`config.mk`:
```
export PLATFORM = sky130hd
export DESIGN_NAME = masked_sbox_sched
export DESIGN_NICKNAME = d
export VERILOG_FILES = /design/src/rtl/masked_sbox_sched_pkg.sv /design/src/rtl/masked_sbox_sched_tag_pipe.sv /design/src/rtl/masked_sbox_sched.sv
export SDC_FILE = /design/constraint.sdc
export NUM_CORES = 1
export LEC_CHECK = 0
export BUFFER_PORTS_ARGS = -buffer_cell sky130_fd_sc_hd__buf_2
export CORE_AREA = 2 2 216 218
export CTS_BUF_LIST = sky130_fd_sc_hd__clkbuf_16
export CTS_CLUSTER_DIAMETER = 200
export DETAILED_ROUTE_END_ITERATION = 16
export DIE_AREA = 0 0 218 220
export PLACE_DENSITY = 0.78
export SLEW_MARGIN = 15
export SYNTH_ARGS = -nofsm -noshare
export SYNTH_HDL_FRONTEND = slang
export SYNTH_SLANG_ARGS = --single-unit
```
`constraint.sdc`:
```
create_clock -name ClkxCI -period 22.1 [get_ports ClkxCI]
set_input_delay 2.21 -clock ClkxCI [delete_from_list [all_inputs] [get_ports ClkxCI]]
set_output_delay 2.21 -clock ClkxCI [all_outputs]
set_load 0.01 [all_outputs]
```
`src/rtl/masked_sbox_sched_pkg.sv`:
```
// ---------------------------------------------------------------------------
// masked_sbox_sched_pkg
//  Shared constants for the masked S-box scheduler: FSM state encodings,
//  batch-mode selectors and a constant clog2 helper used to size the
//  in-flight byte tags.
// ---------------------------------------------------------------------------
package masked_sbox_sched_pkg;

    // FSM state encodings (kept as plain 2-bit constants for legacy tools)
    localparam logic [1:0] STATE_IDLE  = 2'd0;
    localparam logic [1:0] STATE_ISSUE = 2'd1;
    localparam logic [1:0] STATE_DRAIN = 2'd2;
    localparam logic [1:0] STATE_DONE  = 2'd3;

    // Batch modes
    localparam logic MODE_SUBBYTES = 1'b0;  // full 16-byte state
    localparam logic MODE_SUBWORD  = 1'b1;  // 4 key bytes, indices 0..3

    localparam int SUBWORD_BYTES = 4;

    // Ceiling log2, never below 1 so a tag index always has at least one bit.
    function automatic int clog2(input int value);
        int result;
        result = 1;
        for (int i = 1; i < 31; i++) begin
            if ((1 << i) < value) begin
                result = i + 1;
            end
        end
        return result;
    endfunction

endpackage

```
`src/rtl/masked_sbox_sched_tag_pipe.sv`:
```
// ---------------------------------------------------------------------------
// masked_sbox_sched_tag_pipe
//  LATENCY-deep shift register of {valid, idx} tags that travels alongside
//  the S-box pipeline. It advances every cycle because the S-box has no
//  enable; a bubble simply enters as an invalid tag.
// Ports
//  ClkxCI        clock, rising edge
//  RstxRI        asynchronous active-high reset, clears all tags
//  InValidxSI    tag valid entering stage 0
//  InIdxxDI      byte index entering stage 0
//  ValidxSO      valid bit of every stage (bit 0 = youngest)
//  LastValidxSO  valid bit of the oldest stage
//  LastIdxxDO    byte index of the oldest stage
// ---------------------------------------------------------------------------
module masked_sbox_sched_tag_pipe #(
    parameter int LATENCY = 4,
    parameter int IDXW    = 4
) (
    input  logic                ClkxCI,
    input  logic                RstxRI,
    input  logic                InValidxSI,
    input  logic [IDXW-1:0]     InIdxxDI,
    output logic [LATENCY-1:0]  ValidxSO,
    output logic                LastValidxSO,
    output logic [IDXW-1:0]     LastIdxxDO
);

    genvar gi;
    generate
        for (gi = 0; gi < LATENCY; gi++) begin : gStage
            logic            validIn;
            logic [IDXW-1:0] idxIn;
            logic            validQ;
            logic [IDXW-1:0] idxQ;

            if (gi == 0) begin : gHead
                assign validIn = InValidxSI;
                assign idxIn   = InIdxxDI;
            end else begin : gBody
                assign validIn = gStage[gi-1].validQ;
                assign idxIn   = gStage[gi-1].idxQ;
            end

            always_ff @(posedge ClkxCI or posedge RstxRI) begin
                if (RstxRI) begin
                    validQ <= 1'b0;
                    idxQ   <= '0;
                end else begin
                    validQ <= validIn;
                    idxQ   <= idxIn;
                end
            end

            assign ValidxSO[gi] = validQ;
        end
    endgenerate

    assign LastValidxSO = gStage[LATENCY-1].validQ;
    assign LastIdxxDO   = gStage[LATENCY-1].idxQ;

endmodule

```
`src/rtl/masked_sbox_sched.sv`:
```
// ---------------------------------------------------------------------------
// masked_sbox_sched
//  Time-multiplexes one pipelined masked AES S-box across a batch of shared
//  bytes (16 state bytes or 4 key bytes). One shared byte is issued per cycle
//  when fresh randomness is available, each issued byte is tagged, and results
//  are written back into a shared output buffer when their tag leaves the
//  pipe. Shares are only moved, never combined.
// Ports
//  ClkxCI        clock, rising edge
//  RstxRI        asynchronous active-high reset (aborts a running batch)
//  StartxSI      start a batch; honoured only in IDLE or DONE
//  ModexSI       0: 16 bytes, 1: 4 bytes (indices 0..3)
//  DataInxDI     shared input bytes, byte k share s at [(k*SHARES+s)*8 +: 8]
//  RandValidxSI  PRNG offers fresh randomness this cycle
//  RandReadyxSO  randomness is consumed this cycle
//  SboxInxDO     shared byte to the S-box input register
//  SboxOutxDI    shared byte from the S-box output
//  DataOutxDO    shared result buffer, same layout as DataInxDI
//  BusyxSO       high while issuing or draining
//  DonexSO       one-cycle pulse after the last result is captured
//  ErrxSO        sticky: randomness was missing while bytes were in flight
// ---------------------------------------------------------------------------
module masked_sbox_sched
    import masked_sbox_sched_pkg::*;
#(
    parameter int SHARES  = 2,
    parameter int LATENCY = 4,
    parameter int NBYTES  = 16
) (
    input  logic                         ClkxCI,
    input  logic                         RstxRI,
    input  logic                         StartxSI,
    input  logic                         ModexSI,
    input  logic [8*SHARES*NBYTES-1:0]   DataInxDI,
    input  logic                         RandValidxSI,
    output logic                         RandReadyxSO,
    output logic [8*SHARES-1:0]          SboxInxDO,
    input  logic [8*SHARES-1:0]          SboxOutxDI,
    output logic [8*SHARES*NBYTES-1:0]   DataOutxDO,
    output logic                         BusyxSO,
    output logic                         DonexSO,
    output logic                         ErrxSO
);

    localparam int IDXW = clog2(NBYTES);
    localparam int SW   = 8 * SHARES;
    localparam int BUSW = SW * NBYTES;
    // Every pipe stage except the oldest one; those tags are still in flight
    // after the coming clock edge.
    localparam logic [LATENCY-1:0] EARLY_MASK = {LATENCY{1'b1}} >> 1;

    logic [1:0]       StatexDP, StatexDN;
    logic [IDXW-1:0]  IdxxDP, IdxxDN;
    logic [IDXW-1:0]  LastIdxxDP, LastIdxxDN;
    logic [BUSW-1:0]  DataLatchxDP, DataLatchxDN;
    logic [SW-1:0]    SboxInxDP, SboxInxDN;
    logic             InTagValidxDP, InTagValidxDN;
    logic [IDXW-1:0]  InTagIdxxDP, InTagIdxxDN;
    logic             ErrxDP, ErrxDN;

    logic [LATENCY-1:0] pipeValid;
    logic               lastValid;
    logic [IDXW-1:0]    lastIdx;
    logic               anyValid;
    logic               pending;
    logic               startAccept;
    logic [SW-1:0]      latchBytes [NBYTES];

    // The tag register next to SboxInxDP marks the byte sitting at the S-box
    // input; the pipe then covers the LATENCY internal S-box stages.
    masked_sbox_sched_tag_pipe #(
        .LATENCY (LATENCY),
        .IDXW    (IDXW)
    ) u_tag_pipe (
        .ClkxCI       (ClkxCI),
        .RstxRI       (RstxRI),
        .InValidxSI   (InTagValidxDP),
        .InIdxxDI     (InTagIdxxDP),
        .ValidxSO     (pipeValid),
        .LastValidxSO (lastValid),
        .LastIdxxDO   (lastIdx)
    );

    assign anyValid    = InTagValidxDP | (|pipeValid);
    assign pending     = InTagValidxDP | (|(pipeValid & EARLY_MASK));
    assign startAccept = StartxSI & ((StatexDP == STATE_IDLE) | (StatexDP == STATE_DONE));

    genvar gi;
    generate
        for (gi = 0; gi < NBYTES; gi++) begin : gLatchByte
            assign latchBytes[gi] = DataLatchxDP[gi*SW +: SW];
        end
    endgenerate

    always_comb begin
        StatexDN      = StatexDP;
        IdxxDN        = IdxxDP;
        LastIdxxDN    = LastIdxxDP;
        DataLatchxDN  = DataLatchxDP;
        SboxInxDN     = '0;          // bubbles carry all-zero shares
        InTagValidxDN = 1'b0;
        InTagIdxxDN   = IdxxDP;
        ErrxDN        = ErrxDP;

        if (startAccept) begin
            DataLatchxDN = DataInxDI;
            LastIdxxDN   = (ModexSI == MODE_SUBWORD) ? IDXW'(SUBWORD_BYTES - 1)
                                                     : IDXW'(NBYTES - 1);
            IdxxDN       = '0;
            ErrxDN       = 1'b0;
        end else if (!RandValidxSI && anyValid) begin
            // The S-box keeps advancing without fresh masks: result is still
            // captured but its masking is no longer guaranteed.
            ErrxDN = 1'b1;
        end

        case (StatexDP)
            STATE_IDLE: begin
                if (StartxSI) begin
                    StatexDN = STATE_ISSUE;
                end
            end
            STATE_ISSUE: begin
                if (RandValidxSI) begin
                    SboxInxDN     = latchBytes[IdxxDP];
                    InTagValidxDN = 1'b1;
                    if (IdxxDP == LastIdxxDP) begin
                        StatexDN = STATE_DRAIN;   // counter saturates here
                    end else begin
                        IdxxDN = IdxxDP + 1'b1;
                    end
                end
            end
            STATE_DRAIN: begin
                if (!pending) begin
                    StatexDN = STATE_DONE;
                end
            end
            STATE_DONE: begin
                StatexDN = StartxSI ? STATE_ISSUE : STATE_IDLE;
            end
            default: begin
                StatexDN = STATE_IDLE;
            end
        endcase
    end

    always_ff @(posedge ClkxCI or posedge RstxRI) begin
        if (RstxRI) begin
            StatexDP      <= STATE_IDLE;
            IdxxDP        <= '0;
            LastIdxxDP    <= '0;
            DataLatchxDP  <= '0;
            SboxInxDP     <= '0;
            InTagValidxDP <= 1'b0;
            InTagIdxxDP   <= '0;
            ErrxDP        <= 1'b0;
        end else begin
            StatexDP      <= StatexDN;
            IdxxDP        <= IdxxDN;
            LastIdxxDP    <= LastIdxxDN;
            DataLatchxDP  <= DataLatchxDN;
            SboxInxDP     <= SboxInxDN;
            InTagValidxDP <= InTagValidxDN;
            InTagIdxxDP   <= InTagIdxxDN;
            ErrxDP        <= ErrxDN;
        end
    end

    // Result buffer: one register per byte slot, written when the oldest tag
    // names that slot. Slots not named in a batch keep their value.
    generate
        for (gi = 0; gi < NBYTES; gi++) begin : gOutByte
            logic [SW-1:0] byteQ;

            always_ff @(posedge ClkxCI or posedge RstxRI) begin
                if (RstxRI) begin
                    byteQ <= '0;
                end else if (lastValid && (lastIdx == IDXW'(gi))) begin
                    byteQ <= SboxOutxDI;
                end
            end

            assign DataOutxDO[gi*SW +: SW] = byteQ;
        end
    endgenerate

    assign SboxInxDO    = SboxInxDP;
    assign RandReadyxSO = (StatexDP == STATE_ISSUE) | anyValid;
    assign BusyxSO      = (StatexDP == STATE_ISSUE) | (StatexDP == STATE_DRAIN);
    assign DonexSO      = (StatexDP == STATE_DONE);
    assign ErrxSO       = ErrxDP;

endmodule

```
# Word-level counts from Yosys, hierarchy flattened
# Index checks and enable logic that the tools add are counted.
[classes]
addsub = 1
reduce_logical = 24
n_eq_ne = 23
n_bitwise = 7
muxes = 20
n_lt_le_gt_ge = 1
[op_table]
columns = ["cell", "n"]
rows = [
  ["binary-select mux 16 bit (select 4 bit)", 1],
  ["two-way mux 16 bit", 4],
  ["equality test 4 bit, second input constant", 8],
  ["two-way mux 4 bit", 5],
  ["logical AND 1 bit", 17],
  ["equality test 4 x 3 -> 1 bit, second input constant", 4],
  ["equality test 4 x 2 -> 1 bit, second input constant", 2],
  ["two-way mux 2 bit", 4],
  ["inequality test 2 bit, second input constant", 4],
  ["one-hot mux 2 bit (4 select lines)", 1],
  [">= comparator 5 bit, second input constant", 1],
  ["two-way mux 1 bit", 5],
  ["NOT 4 -> 5 bit", 1],
  ["bitwise OR 1 bit", 5],
  ["adder 4 x 1 -> 4 bit, second input constant", 1],
  ["equality test 2 bit, second input constant", 2],
  ["equality test 4 x 1 -> 1 bit, second input constant", 1],
  ["equality test 4 bit", 1],
  ["logical NOT 4 bit", 1],
  ["AND reduction 4 bit", 1],
  ["OR reduction 4 bit", 1],
  ["OR reduction 3 bit", 1],
  ["equality test 2 x 1 -> 1 bit, second input constant", 1],
  ["logical NOT 2 bit", 1],
  ["other kinds (3)", 3],
]
[word_totals]
in_bits = 277
ff_bits = 564
wordCells = 108

# Logic depth before layout (Yosys ltp)
[logic_depth]
ltp_word = 7
depth_mapped = 7

# Hierarchy
# From an unflattened synthesis, not the netlist that was laid out.
[unflattened]
hier_cells = 1983
area_unflattened_um2 = 23105.9
[by_module_without_submodules]
columns = ["mod", "cells_per_inst", "area_per_inst_um2", "seq_area_each_um2", "instances"]
rows = [
  ["masked_sbox_sched", 1958, 22571.6, 13563.0, 1],
  ["masked_sbox_sched_tag_pipe", 25, 534.3, 500.5, 1],
]

# Worst setup path before layout
# No wires, ideal clock.
[synth_path]
path_type = "register to output"
startpoint = "register InTagValidxDP"
endpoint = "output port RandReadyxSO"
n_path_buf = 0
stages_incl_launch_ff = 3
arrival_time_ns = 1.254
slack_ns = 18.636
path_cell_list = "dfrtp_1 or4_1 or3_1"
[synth_via]
elab_chain_cells = 2
[synth_lines]
columns = ["element", "line_no", "rtl"]
rows = [
  ["start: declaration", "masked_sbox_sched.sv:57", "logic InTagValidxDP, InTagValidxDN;"],
  ["start signal: assignment", "masked_sbox_sched.sv:164", "InTagValidxDP <= InTagValidxDN;"],
  ["bitwise OR 1 bit", "masked_sbox_sched.sv:84", "assign anyValid = InTagValidxDP | (|pipeValid);"],
  ["bitwise OR 1 bit", "masked_sbox_sched.sv:189", "assign RandReadyxSO = (StatexDP == STATE_ISSUE) | anyValid;"],
  ["end: declaration", "masked_sbox_sched.sv:36", "output logic RandReadyxSO,"],
]
# Every way passes these cells.

==> impl_metrics.env <==
export IMPL_status="finished, final reports clean"
export IMPL_layout_common_cells="nand2_1 (800), dfrtp_1 (560), buf_2 (552)"
export IMPL_ys_warn_count=0
export IMPL_grt_max_degree=226
export IMPL_clockBufferDepth=3
export IMPL_post_drt_wl_per_cell_um=21.3
export IMPL_crit_arrival_ns=5.61
export IMPL_vias=16900
export IMPL_synth_area_per_cell_sq_um=11.6
export IMPL_synth_seq_area_share=0.611
export IMPL_fill_cells=3618
export IMPL_synth_edf_count=0
export IMPL_cap_viol_max_count=0
export IMPL_remaining_drc_errors=0
export IMPL_grt_pass1_vias=17100
export IMPL_ant_nets=0
export IMPL_finalClockSkew_ns=0.0204
export IMPL_die_area_sq_um=48000
export IMPL_h_tree_depth=2
export IMPL_hold_viol_final=0
export IMPL_final_common_cell="nand2_1"
export IMPL_ys_types=46
export IMPL_cts_tree="built"
export IMPL_die_width_um=218
export IMPL_power_density_nw_per_um2=131
export IMPL_nets=2763
export IMPL_multi_input_area_sq_um=8390
export IMPL_ios=553
export IMPL_post_cts_resized=0
export IMPL_tns_ns=0
export IMPL_rows=79
export IMPL_port_buffers=552
export IMPL_min_delay_path_class="reg -> reg"
export IMPL_initial_core_util=0.502
export IMPL_syn_inst=1983
export IMPL_ir_drop_uv=86.1
export IMPL_area_growth_pct=21.1
export IMPL_gpl_final_weighted_congestion=0.871
export IMPL_r2r_slack_ns=18.38
export IMPL_die_h_um=220
export IMPL_setup_viol=0
export IMPL_core_area_sq_um=45900
export IMPL_path_clk_slew_ns=0.06
export IMPL_postCtsSetupRepairBufs=0
export IMPL_cts_buffers=55
export IMPL_drt_iter0_drc=1386
export IMPL_crit_required_ns=22.78
export IMPL_grt_use_total=0.277
export IMPL_rsz0062_at_grt="false"
export IMPL_end_kind="async pin"
export IMPL_ys_top_cells_by_area="dfrtp_1 (61%), nand2_1 (13%), mux2_2 (10%), mux2_1 (4.2%), mux4_2 (3.4%)"
export IMPL_hpwl_um=46600
export IMPL_synth_top_area_share=0.611
export IMPL_routed_via_density=5.39
export IMPL_dr_pass1_iters=8
export IMPL_wirelength_um=66900
export IMPL_cts_root_buf="clkbuf_16"
export IMPL_relSlewSlack=0.211
export IMPL_gr_total_overflow=0
export IMPL_path_max_fanout=133
export IMPL_cts_hold_buf=0
export IMPL_worstMarginPinSlew_ns=1.18
export IMPL_synth_flop_cell="dfrtp_1"
export IMPL_syn_nets=2265
export IMPL_synth_seq_cells=562
export IMPL_fmax_mhz=203
export IMPL_drive_gt1_frac=0.357
export IMPL_synth_area_sq_um=23000
export IMPL_power_w=0.00365
export IMPL_crit_path_start_kind="input pin"
export IMPL_leakagePower_nw=14.9
export IMPL_path_class="in -> async"
export IMPL_seqCellArea_sq_um=14100
export IMPL_drv_slew=0
export IMPL_period_share=0.223
export IMPL_synth_async_sr_flop_share=1.00
export IMPL_min_period_ns=4.93
export IMPL_grt_pass1_wl_um=101000
export IMPL_synth_largest_area_cell="dfrtp_1"
export IMPL_worst_skew_pair_late_latency_ns=0.61
export IMPL_antenna_found_initial=10
export IMPL_cts_sinks=562
[logic make-up (layout without fill, tap and decap cells)]
logic type,Yosys count,count (layout),share of synthesized area
other cells,0,2,0
compound gates,68,68,0.0243
simple gates,858,858,0.145
mux,359,359,0.191
buf+inv,131,676,0.0250
fa+ha+maj,5,5,0.00272
flops,562,562,0.611
[critical path: stages]
cell	delay, ns
buf_2	0.13
inv_8	0.61
buf_4	0.89
buf_4	0.89
buf_4	0.67
[cell usage after synthesis (all sizes together), types with 10 or more instances]
cell and number:
buf 43, mux4 35, mux2 294, clkbuf 82, o211ai 14, dfrtp 562, nand2 800, mux2i 30
nor2 18, nand2b 10, a32oi 13, a32o 13
[worst paths after layout]
path | startpoint | endpoint | depth (start not counted)
setup / recovery | RstxRI | gOutByte[15].byteQ[8]$_DFFE_PP0P_ | 5
hold / removal | u_tag_pipe.gStage[0].idxQ[3]$_DFF_PP0_ | u_tag_pipe.gStage[1].idxQ[3]$_DFF_PP0_ | 0
setup reg to reg | StatexDP[0]$_DFFE_PP0P_ | DataLatchxDP[132]$_DFFE_PP0P_ | 7
hold reg to reg | u_tag_pipe.gStage[0].idxQ[3]$_DFF_PP0_ | u_tag_pipe.gStage[1].idxQ[3]$_DFF_PP0_ | 0
max in group ClkxCI | StartxSI | DataLatchxDP[132]$_DFFE_PP0P_ | 6
min in group asynchronous | RstxRI | DataLatchxDP[198]$_DFFE_PP0P_ | 2
[sequential cells by signal, summed over array words and instances, names as in the netlist]
name                      cells
DataLatchxDP                256
ErrxSO                        1
IdxxDP                        4
InTagIdxxDP                   4
InTagValidxDP                 1
LastIdxxDP                    2
SboxInxDO                    16
StatexDP                      2
gOutByte.byteQ              256
u_tag_pipe.LastIdxxDO         4
u_tag_pipe.LastValidxSO       1
u_tag_pipe.gStage.idxQ       12
u_tag_pipe.gStage.validQ      3
[area by class of cell]
type	count	share of cell area
multi-input combinational	1290	0.301
sequential	562	0.505
clock inverter	49	0.0120
timing repair buffer	566	0.103
antenna	2	0.000180
clock buffer	55	0.0494
tap	607	0.0273
inverter	6	0.00108
[per-stage QoR]
stage               area, sq um  std cells   util  setup slack, ns  hold slack (ns)
floorplan                 23000       1983      -             4.17            0.331
global placement          26100       3031  0.570            16.48            0.334
detailed placement        26100       3031  0.570            16.40            0.335
CTS                       27800       3135  0.607            17.05            0.343
global route              27800       3135  0.607            16.62            0.355
finish                    27800       3137  0.607            17.17            0.343
[metal layers]
layer / track usage / routed length, um
met1: 0.349 / 26400
met2: 0.468 / 32800
met3: 0.0636 / 5240
met4: 0.105 / 2340
met5: 0 / 99
[report_power, final]
part | internal, W | switching [W]
combinational | 0.000477 | 0.000707
clock | 0.000499 | 0.000402
sequential | 0.00137 | 0.000200
total | 0.00234 | 0.00131
Note: power is estimated with default switching activity, not from simulation.
